--- src/rtl/interrupter_scheduler.sv ---
// rtl/interrupter_scheduler.sv - DRSSTC interrupter: validated double-buffered config to periodic gate-enable burst
module interrupter_scheduler #(
    parameter int W        = 8,
    parameter int TICK_DIV = 4,
    parameter int ON_MAX   = 20
) (
    input  logic         clk,
    input  logic         rst,
    input  logic [W-1:0] cfg_on_time,
    input  logic [W-1:0] cfg_period,
    input  logic         cfg_valid,
    input  logic         enable,
    input  logic         fault,
    input  logic         fault_clr,
    output logic         gate_en,
    output logic [1:0]   state,
    output logic         cfg_reject,
    output logic         fault_latched
);
    localparam logic [1:0] S_IDLE  = 2'b00;
    localparam logic [1:0] S_ON    = 2'b01;
    localparam logic [1:0] S_OFF   = 2'b10;
    localparam logic [1:0] S_FAULT = 2'b11;

    localparam int PW = (TICK_DIV > 2) ? $clog2(TICK_DIV) : 1;
    localparam logic [PW-1:0] PRE_LAST = PW'(TICK_DIV - 1);
    localparam logic [W-1:0]  ON_MAX_W = W'(ON_MAX);

    logic [1:0]    state_q, state_d;
    logic [PW-1:0] pre_q, pre_d;
    logic [W-1:0]  cnt_q, cnt_d;
    logic [W-1:0]  on_p_q, on_p_d, per_p_q, per_p_d;
    logic [W-1:0]  on_a_q, on_a_d, per_a_q, per_a_d;
    logic          has_cfg_q, has_cfg_d;
    logic          cfg_reject_q, cfg_reject_d;

    logic          cfg_ok, cfg_take, tick, enter_on;
    logic [W-1:0]  cnt_nxt;

    always_comb begin
        cfg_ok   = (cfg_on_time != '0) && (cfg_on_time <= ON_MAX_W) && (cfg_period > cfg_on_time);
        cfg_take = cfg_valid && cfg_ok;
        tick     = (pre_q == PRE_LAST);
        cnt_nxt  = cnt_q + W'(1);

        state_d  = state_q;
        enter_on = 1'b0;
        case (state_q)
            S_IDLE: begin
                if (enable && has_cfg_q) begin
                    state_d  = S_ON;
                    enter_on = 1'b1;
                end
            end
            S_ON: begin
                // Dropping enable cuts the gate now but the period still runs out.
                if (!enable || (tick && cnt_nxt == on_a_q))
                    state_d = S_OFF;
            end
            S_OFF: begin
                if (tick && cnt_nxt == per_a_q) begin
                    if (enable) begin
                        state_d  = S_ON;
                        enter_on = 1'b1;
                    end else begin
                        state_d = S_IDLE;
                    end
                end
            end
            default: begin
                if (fault_clr && !fault)
                    state_d = S_IDLE;
            end
        endcase
        if (fault) begin
            state_d  = S_FAULT;
            enter_on = 1'b0;
        end

        pre_d = '0;
        cnt_d = '0;
        if (!enter_on && (state_q == S_ON || state_q == S_OFF)) begin
            pre_d = tick ? '0 : pre_q + PW'(1);
            cnt_d = tick ? cnt_nxt : cnt_q;
        end

        // A strobe coinciding with a period start goes straight to the active set.
        on_a_d  = on_a_q;
        per_a_d = per_a_q;
        if (enter_on) begin
            on_a_d  = cfg_take ? cfg_on_time : on_p_q;
            per_a_d = cfg_take ? cfg_period  : per_p_q;
        end

        on_p_d       = cfg_take ? cfg_on_time : on_p_q;
        per_p_d      = cfg_take ? cfg_period  : per_p_q;
        has_cfg_d    = has_cfg_q | cfg_take;
        cfg_reject_d = cfg_valid && !cfg_ok;
    end

    always_ff @(posedge clk) begin
        if (rst) begin
            state_q      <= S_IDLE;
            pre_q        <= '0;
            cnt_q        <= '0;
            on_p_q       <= '0;
            per_p_q      <= '0;
            on_a_q       <= '0;
            per_a_q      <= '0;
            has_cfg_q    <= 1'b0;
            cfg_reject_q <= 1'b0;
        end else begin
            state_q      <= state_d;
            pre_q        <= pre_d;
            cnt_q        <= cnt_d;
            on_p_q       <= on_p_d;
            per_p_q      <= per_p_d;
            on_a_q       <= on_a_d;
            per_a_q      <= per_a_d;
            has_cfg_q    <= has_cfg_d;
            cfg_reject_q <= cfg_reject_d;
        end
    end

    assign state         = state_q;
    assign gate_en       = (state_q == S_ON);
    assign fault_latched = (state_q == S_FAULT);
    assign cfg_reject    = cfg_reject_q;
endmodule
--- config.mk ---
export PLATFORM = sky130hd
export DESIGN_NAME = interrupter_scheduler
export DESIGN_NICKNAME = d
export VERILOG_FILES = /design/src/rtl/interrupter_scheduler.sv
export SDC_FILE = /design/constraint.sdc
export NUM_CORES = 1
export LEC_CHECK = 0
export CAP_MARGIN = 20
export CORE_UTILIZATION = 56
export DETAILED_ROUTE_END_ITERATION = 8
export GPL_ROUTABILITY_DRIVEN = 0
export PLACE_DENSITY_LB_ADDON = 0.12
export SYNTH_ARGS = -nofsm -noshare
export SYNTH_HDL_FRONTEND = slang
export SYNTH_SLANG_ARGS = --single-unit
--- constraint.sdc ---
create_clock -name clk -period 2.67 [get_ports clk]
set_input_delay 0.4005 -clock clk [delete_from_list [all_inputs] [get_ports clk]]
set_output_delay 0.4005 -clock clk [all_outputs]
set_load 0.1 [all_outputs]
==> results.py, run 1 <==
metrics = {
    "clocking": {
        "htree_levels": 2,
        "cts-root-buf": "clkbuf_8",
        "clock_latency_ns": 0.29,
        "clkTransAtPathRegs_ns": 0.08,
        "numCtsBuffers": 5,
        "cts_tree": "built",
        "cts_setup_buffers": 0,
        "post_cts_resized": 0,
        "hold_buffers": 0,
        "clkSinkCount": 46,
        "clk_path_buf_depth": 2,
    },
    "layout": {
        "area_growth_pct": 18.28,
        "regArea_sq_um": 922.1,
        "antenna_cells": 0,
        "drive_gt1_frac": 0.1577,
        "fin_nets": 333,
        "multi_input_area_sq_um": 1496,
        "fillerInstances": 355,
    },
    "sta": {
        "relSlewSlack": 0.6778,
        "fin_skew_ns": 0.003270,
        "worst_hold_slack_ns": 0.4601,
        "finalCritPeriodShare": 0.9133,
        "fin_crit_ns": 2.438,
        "finalWorstSetupSlack_ns": 0.2315,
        "setup_viol": 0,
        "max_slew.worst_pin.slew_ns": 0.4833,
        "slew_violations": 0,
        "fmax_ghz": 0.4101,
        "rsz0062_at_grt": "no",
        "finalHoldViolCount": 0,
    },
    "drt": {
        "wl_um": 5261,
        "vias_per_cell": 5.726,
        "drtPass1Iterations": 4,
        "num_vias": 2004,
        "drcViolationCount": 0,
        "drt_iter0_drc": 103,
        "ant_nets": 0,
        "routedWlPerCell_um": 15.03,
    },
    "global_route": {
        "antenna_found_initial": 0,
        "grt_max_degree": 25,
        "gr-total-overflow": 0,
        "grt_pass1_wl_um": 9039,
        "grtUsageTotal": 0.2329,
        "first_global_vias": 1928,
    },
    "synth": {
        "synth-simple-area-share": 0.1691,
        "avgSynthCellArea_sq_um": 9.660,
        "synth_area_sq_um": 2560,
        "yosysMostFrequentCell": "dfxtp_1",
        "yosys_warnings": 0,
        "netlist_top_cells_area": "dfxtp_1 (36%), ha_1 (6.8%), mux2i_1 (5.5%)",
        "ys.flop_type": "dfxtp_1",
        "synth_top_cells_by_count": "dfxtp_1 (46), nor2_1 (22), a21oi_1 (21), ha_1 (14), mux2i_1 (14)",
        "synth.top_cell.area_share": 0.3597,
        "synth_edf_count": 0,
        "synth_top_family_by_area": "compound AO/OA/AOI/OAI gates",
        "synth_xor_area_frac": 0.1134,
        "synth-compound-area-share": 0.1779,
        "synthDistinctLibCells": 49,
        "yosys.area.top_type": "dfxtp_1",
        "synth_seq_area_share": 0.3597,
        "synth_seq_cells": 46,
        "ys_async_sr_fraction": 0,
        "synth_fa_ha_area_frac": 0.06843,
        "syn_nets": 301,
        "synthCells": 265,
        "synth.mux.area_fraction": 0.05474,
    },
    "setup_path": {
        "cp_data_required_time_ns": 2.85,
        "worst_path_max_delay_cell": "clkdlybuf4s50_1",
        "slowest_delay_ns": 0.52,
        "cp_max_fo": 9,
        "cp-start-kind": "input port",
        "crit_family": "compound AO/OA/AOI/OAI gates",
        "crit_arrival_ns": 2.62,
        "critPathCaptureType": "flop",
        "path_cells": "clkdlybuf4s50_1 -> inv_1 -> ha_1 -> nor2b_1 -> o211ai_1 -> a21o_1 -> a31o_2 -> mux2i_1 -> a211oi_2",
        "worst-setup-path-type": "input port to flop",
        "crit_buf_inv": 2,
    },
    "floorplan": {
        "coreArea_sq_um": 4384,
        "io_pins": 27,
        "initial_core_util": 0.5839,
        "die_w_um": 69.61,
        "fp-row-count": 24,
        "fp.dieArea_sq_um": 4846,
        "die_h_um": 69.61,
    },
    "pwr": {
        "peakVddDrop_mv": 0.4004,
        "power_mw": 1.509,
        "total_leakage_power_nw": 1.195,
        "power_density_nw_per_um2": 498.5,
    },
    "place": {
        "hpwl_um": 4059,
        "pre_cts_slack_ns": -0.07438,
        "numPortBuffers": 26,
    },
    "outcome": {
        "outcome": "finished, final reports clean",
    },
    "flow_run": {
        "maxCapViolCount": 0,
    },
    "min_path": {
        "min-delay-path-class": "flop to flop",
    },
}
[cell type report]
type / count / share of cell area
Clock buffer: 6 / 0.02397
Clock inverter: 2 / 0.01240
Inverter: 11 / 0.01364
Multi-Input combinational cell: 191 / 0.4942
Sequential cell: 46 / 0.3045
Tap cell: 52 / 0.02149
Timing Repair Buffer: 42 / 0.1298
[placed cells by master (no fill, tap or decap), types with 3 or more instances in the layout]
cell             synthesis  routed
a21o_1                   3       3
nand2b_1                 3       3
xnor2_1                 10      10
nand2_1                  5       5
buf_4                    1      19
o21ai_0                  5       5
and3_1                   8       8
and2_1                   4       4
inv_1                   11      11
nand3_1                  6       6
dfxtp_1                 46      45
nand4_1                  9       9
nor3_1                  10      10
a211oi_1                 6       6
mux2i_1                 14      14
clkdlybuf4s50_1          0      21
xor2_1                  11      11
a211oi_2                 7       7
clkbuf_8                 0       5
a21oi_1                 21      21
ha_1                    14      13
xnor3_1                  4       4
nor2_1                  22      22
[per-layer routing]
metal  vias up  GRT usage  share of wire  routed length (um)
met2        40     0.3916           0.50                2617
met4         0    0.08000          0.017                  88
met3         9    0.03924          0.029                 155
met1       934     0.3025           0.46                2400
met5         -          0              0                   0
li1       1021          -              -                   -
[logic make-up (layout without fill, tap and decap cells)]
family,after synthesis,after routing
flip-flops,46,46
buffers and inverters,28,61
adder cells (fa/ha/maj),14,14
multiplexers,14,14
AND/OR/NAND/NOR,79,79
AO/OA/AOI/OAI,58,58
XOR/XNOR,26,26
[final timing paths]
| kind | startpoint | endpoint | slack, ns | cells past startpoint |
|---|---|---|---|---|
| hold / removal | pre_q[0]$_SDFF_PP0_ | pre_q[0]$_SDFF_PP0_ | 0.46 | 1 |
| setup / recovery | cfg_on_time[1] | on_a_q[3]$_SDFFE_PP0P_ | 0.23 | 9 |
| hold reg to reg | pre_q[0]$_SDFF_PP0_ | pre_q[0]$_SDFF_PP0_ | 0.46 | 1 |
| setup reg to reg | cnt_q[0]$_SDFFE_PP0P_ | per_a_q[5]$_SDFFE_PP0P_ | 0.38 | 8 |
[stage by stage]
stage	util	instances	area (sq um)	TNS (ns)
finish	0.6906	350	3028	0
global route	0.6906	350	3028	0
CTS	0.6906	350	3028	0
detailed placement	0.6655	342	2918	-0.3485
global placement	0.6655	342	2918	-0.1469
floorplan	-	265	2564	0
[flip-flops by register name, indices dropped and copies added, names as in the netlist]
signal	count
per_p_q	8
cnt_q	8
cfg_reject	1
pre_q	2
on_a_q	8
state	2
has_cfg_q	1
per_a_q	8
on_p_q	8
[power breakdown]
group / internal, mW / switching, mW
registers: 0.700 / 0.00948
logic: 0.101 / 0.182
clock network: 0.279 / 0.237
total: 1.08 / 0.429
[worst register-to-register path: cells and delay by family, from the launching register on]
kind	cells	cell delay (ns)
AO/OA/AOI/OAI	2	0.65
adder cells (fa/ha/maj)	1	0.36
XOR/XNOR	1	0.17
buffers and inverters	1	0.18
AND/OR/NAND/NOR	3	0.49
flip-flops	1	0.32
Power figures use the tool's default switching activity.
==> inputs of run 2 (changes only) <==
- MAX_ROUTING_LAYER: unset -> met4
- SKIP_LAST_GASP: unset -> 1
==> results.py, run 2 (synthesis results as in run 1) <==
metrics = {
    "sta": {
        "max_slew.worst_pin.slew_ns": 0.4807,
        "fin_crit_ns": 2.440,
        "relSlewSlack": 0.6795,
        "rsz0062_at_grt": "no",
        "fin_skew_ns": 0.002805,
        "finalCritPeriodShare": 0.9140,
        "fin_tns_setup_ns": 0,
        "finalHoldViolCount": 0,
        "fmax_ghz": 0.4098,
        "setup_viol": 0,
        "slew_violations": 0,
    },
    "pwr": {
        "power_density_nw_per_um2": 498.7,
        "peakVddDrop_mv": 0.4001,
        "total_leakage_power_nw": 1.195,
    },
    "floorplan": {
        "initial_core_util": 0.5839,
        "coreArea_sq_um": 4384,
        "die_h_um": 69.61,
        "fp-row-count": 24,
        "io_pins": 27,
        "fp.dieArea_sq_um": 4846,
        "die_w_um": 69.61,
    },
    "global_route": {
        "grt_max_degree": 25,
        "first_global_vias": 1940,
        "antenna_found_initial": 0,
        "grt_pass1_wl_um": 8997,
        "grtUsageTotal": 0.2383,
        "gr-total-overflow": 0,
    },
    "place": {
        "hpwl_um": 4059,
        "post_dp_cell_area_sq_um": 2918,
        "numPortBuffers": 26,
    },
    "setup_path": {
        "crit_arrival_ns": 2.62,
        "r2r-start": "cnt_q[0]$_SDFFE_PP0P_",
        "cp_max_fo": 9,
        "cp-start-kind": "input port",
        "critPathCaptureType": "flop",
        "r2r_cells": 8,
        "cp_data_required_time_ns": 2.85,
        "rrSetupSlack_ns": 0.37,
        "worst-setup-path-type": "input port to flop",
        "r2r_end": "per_a_q[5]$_SDFFE_PP0P_",
    },
    "layout": {
        "antenna_cells": 0,
        "final_common_cell": "dfxtp_1",
        "area_growth_pct": 18.28,
        "fillerInstances": 355,
        "drive_gt1_frac": 0.1577,
        "fin_nets": 333,
        "fin_area_sq_um": 3028,
        "multi_input_area_sq_um": 1496,
        "regArea_sq_um": 922.1,
        "mostFrequentLayoutCells": "dfxtp_1 (45), nor2_1 (22), a21oi_1 (21), clkdlybuf4s50_1 (21), buf_4 (19)",
    },
    "min_path": {
        "hold_depth": 1,
        "min-delay-path-class": "flop to flop",
        "worstHoldStart": "pre_q[0]$_SDFF_PP0_",
        "hold_path_end": "pre_q[0]$_SDFF_PP0_",
    },
    "clocking": {
        "numCtsBuffers": 5,
        "clock_latency_ns": 0.29,
        "post_cts_resized": 0,
        "htree_levels": 2,
        "cts_tree": "built",
        "hold_buffers": 0,
        "clkSinkCount": 46,
        "clk_path_buf_depth": 2,
        "clkTransAtPathRegs_ns": 0.08,
        "cts-root-buf": "clkbuf_8",
        "cts_setup_buffers": 0,
    },
    "flow_run": {
        "maxCapViolCount": 0,
    },
    "drt": {
        "num_vias": 2014,
        "vias_per_cell": 5.754,
        "drtPass1Iterations": 4,
        "drcViolationCount": 0,
        "routedWlPerCell_um": 15.04,
        "drt_iter0_drc": 101,
        "wl_um": 5265,
        "ant_nets": 0,
    },
    "outcome": {
        "outcome": "finished, final reports clean",
    },
}
run 2: how the worst max path moves through the flow:
stage                               start                      end  slack (ns)  cells after the start
finish                     cfg_on_time[1]   on_a_q[3]$_SDFFE_PP0P_        0.23                      9
global route               cfg_on_time[1]  per_a_q[0]$_SDFFE_PP0P_        0.12                      9
CTS                        cfg_on_time[1]   on_a_q[3]$_SDFFE_PP0P_        0.22                      9
detailed placement         cfg_on_time[1]   on_a_q[3]$_SDFFE_PP0P_       -0.07                      9
global placement           cfg_on_time[1]   on_a_q[3]$_SDFFE_PP0P_       -0.06                      9
floorplan           state[0]$_SDFFE_PP0P_    state[0]$_SDFFE_PP0P_        0.08                      7
run 2: per-stage QoR:
step / total power, mW / setup WS [ns] / utilization / hold WS (ns) / std cells
after global placement: 1.007 / -0.06187 / 0.6655 / 0.4396 / 342
after global routing: 1.579 / 0.1169 / 0.6906 / 0.4798 / 350
after floorplan: 0.9197 / 0.08326 / - / 0.4220 / 265
final: 1.510 / 0.2297 / 0.6906 / 0.4600 / 350
after detailed placement: 1.010 / -0.07438 / 0.6655 / 0.4480 / 342
after CTS: 1.518 / 0.2248 / 0.6906 / 0.4602 / 350
run 2: area by class of cell:
cell class              count  area share
repair buffers             42      0.1298
well taps                  52     0.02149
clock buffers               6     0.02397
clock inverters             2     0.01240
inverters                  11     0.01364
multi-input cells         191      0.4942
flip-flops and latches     46      0.3045
run 2: critical path, cell delays in order:
cell and delay [ns]:
clkdlybuf4s50_1 0.52, inv_1 0.06, ha_1 0.30, nor2b_1 0.13, o211ai_1 0.15, a21o_1 0.21
a31o_2 0.37, mux2i_1 0.37, a211oi_2 0.11
run 2: per-layer routing:
| layer | GRT usage | vias up | routed length [um] |
|---|---|---|---|
| met5 | - | - | 0 |
| met4 | 0.08000 | 0 | 93 |
| met3 | 0.03924 | 9 | 171 |
| met2 | 0.3927 | 41 | 2603 |
| met1 | 0.2979 | 942 | 2397 |
| li1 | - | 1022 | - |
run 2: power by group:
group,internal [mW],switching (mW),leakage (nW),total (mW)
Sequential,0.700,0.00952,0.372,0.710
Clock,0.279,0.238,0.0514,0.517
Combinational,0.101,0.182,0.771,0.283
==> inputs of run 3 (changes only) <==
- PLACE_DENSITY: unset -> 0.9
- PLACE_DENSITY_LB_ADDON: 0.12 -> unset
- RECOVER_POWER: unset -> 50
==> results.py, run 3 (synthesis results as in run 1) <==
metrics = {
    "min_path": {
        "worstHoldStart": "pre_q[0]$_SDFF_PP0_",
        "hold_path_end": "pre_q[0]$_SDFF_PP0_",
        "hold_depth": 1,
        "min-delay-path-class": "flop to flop",
    },
    "clocking": {
        "cts_setup_buffers": 0,
        "clkSinkCount": 46,
        "hold_buffers": 0,
        "htree_levels": 2,
        "clock_latency_ns": 0.30,
        "post_cts_resized": 0,
        "numCtsBuffers": 5,
        "clk_path_buf_depth": 2,
        "cts_tree": "built",
        "clkTransAtPathRegs_ns": 0.08,
        "cts-root-buf": "clkbuf_8",
    },
    "sta": {
        "slew_violations": 0,
        "fin_skew_ns": 0.003652,
        "finalHoldViolCount": 0,
        "fmax_ghz": 0.3967,
        "fin_crit_ns": 2.521,
        "rsz0062_at_grt": "no",
        "setup_viol": 0,
        "relSlewSlack": 0.2264,
        "max_slew.worst_pin.slew_ns": 1.165,
        "finalCritPeriodShare": 0.9442,
    },
    "setup_path": {
        "r2r-start": "cnt_q[1]$_SDFFE_PP0P_",
        "cp_max_fo": 9,
        "worst_path_max_delay_cell": "dlygate4sd3_1",
        "rrSetupSlack_ns": 0.27,
        "cp-start-kind": "input port",
        "path_cells": "dlygate4sd3_1 -> inv_1 -> ha_1 -> nor2b_1 -> o211ai_1 -> a21o_1 -> a31o_2 -> mux2i_1 -> a211oi_2",
        "r2r_end": "per_a_q[1]$_SDFFE_PP0P_",
        "slowest_delay_ns": 0.58,
        "crit_arrival_ns": 2.70,
        "cp_data_required_time_ns": 2.85,
        "r2r_cells": 8,
        "worst-setup-path-type": "input port to flop",
        "critPathCaptureType": "flop",
    },
    "layout": {
        "fin_nets": 330,
        "area_growth_pct": 15.93,
        "final_common_cell": "dfxtp_1",
        "fillerInstances": 323,
        "drive_gt1_frac": 0.1288,
        "antenna_cells": 0,
        "fin_util": 0.6769,
        "mostFrequentLayoutCells": "dfxtp_1 (45), nor2_1 (22), a21oi_1 (21), clkdlybuf4s50_1 (19), mux2i_1 (14)",
    },
    "drt": {
        "ant_nets": 0,
        "drt_iter0_drc": 155,
        "wl_um": 5622,
        "vias_per_cell": 5.885,
        "routedWlPerCell_um": 16.20,
        "num_vias": 2042,
        "drtPass1Iterations": 4,
        "drcViolationCount": 0,
    },
    "floorplan": {
        "die_w_um": 69.61,
        "fp.dieArea_sq_um": 4846,
        "initial_core_util": 0.5839,
        "fp-row-count": 24,
        "die_h_um": 69.61,
        "io_pins": 27,
        "coreArea_sq_um": 4384,
    },
    "pwr": {
        "pwr-share-seq": 0.472,
        "total_leakage_power_nw": 1.153,
        "p_switching_uw": 435.1,
        "p_int_mw": 1.070,
        "power_mw": 1.505,
        "power_frac_clock": 0.346,
        "comb_power_share": 0.182,
        "switching_share": 0.2891,
        "peakVddDrop_mv": 0.4186,
        "power_density_nw_per_um2": 507.1,
    },
    "place": {
        "numPortBuffers": 26,
        "hpwl_um": 4215,
    },
    "global_route": {
        "grt_max_degree": 35,
        "gr-total-overflow": 0,
        "first_global_vias": 2120,
        "grtUsageTotal": 0.2574,
        "antenna_found_initial": 0,
        "grt_pass1_wl_um": 9680,
    },
    "outcome": {
        "outcome": "finished, final reports clean",
    },
    "flow_run": {
        "maxCapViolCount": 0,
    },
}
run 3: final cells by class:
class | instances | area, sq um | share of cell area
Clock buffer | 6 | 72.57 | 0.02445
Multi-Input combinational cell | 191 | 1478 | 0.4979
Timing Repair Buffer | 39 | 351.6 | 0.1185
Tap cell | 52 | 65.06 | 0.02192
Sequential cell | 46 | 922.1 | 0.3107
Clock inverter | 2 | 37.54 | 0.01265
Inverter | 11 | 41.29 | 0.01391
run 3: per-layer routing:
layer	part of all wire	wire (um)	GRT usage
met5	0	0	-
met4	0.027	154	0.1089
met3	0.029	163	0.04070
met2	0.48	2725	0.4347
met1	0.46	2578	0.3048
run 3: worst max-delay path: cells and delay by family:
family / cells / cell delay [ns]
compound gates: 4 / 0.88
buf+inv: 2 / 0.64
mux: 1 / 0.34
fa+ha+maj: 1 / 0.31
simple gates: 1 / 0.14
run 3: power by group through the flow:
stage	Combinational, mW	Sequential [mW]	Clock (mW)
4_1_cts	0.284	0.711	0.524
5_1_grt	0.295	0.712	0.552
2_1_floorplan	0.151	0.769	0
3_5_place_dp	0.283	0.727	0
6_report	0.274	0.711	0.520
3_3_place_gp	0.277	0.726	0
run 3: worst max path at each step:
stage | cells past startpoint | slack, ns | from | endpoint
final | 9 | 0.15 | cfg_on_time[1] | on_a_q[0]$_SDFFE_PP0P_
after global routing | 9 | 0.04 | cfg_on_time[1] | on_a_q[0]$_SDFFE_PP0P_
after CTS | 9 | 0.24 | cfg_on_time[1] | on_a_q[0]$_SDFFE_PP0P_
after detailed placement | 10 | -0.08 | cfg_on_time[6] | per_a_q[6]$_SDFFE_PP0P_
after global placement | 9 | -0.004 | cfg_on_time[1] | on_a_q[0]$_SDFFE_PP0P_
after floorplan | 7 | 0.08 | state[0]$_SDFFE_PP0P_ | state[0]$_SDFFE_PP0P_
run 3: stage by stage:
stage               setup TNS, ns  setup WS (ns)  hold slack (ns)  cell area [sq um]  instances
finish                          0         0.1489           0.4659               2968        347
global route                    0        0.03841           0.4815               2968        347
CTS                             0         0.2358           0.4595               3005        347
detailed placement        -0.6586       -0.08081           0.4447               2895        339
global placement        -0.004371      -0.004371           0.4372               2895        339
floorplan                       0        0.08326           0.4220               2564        265
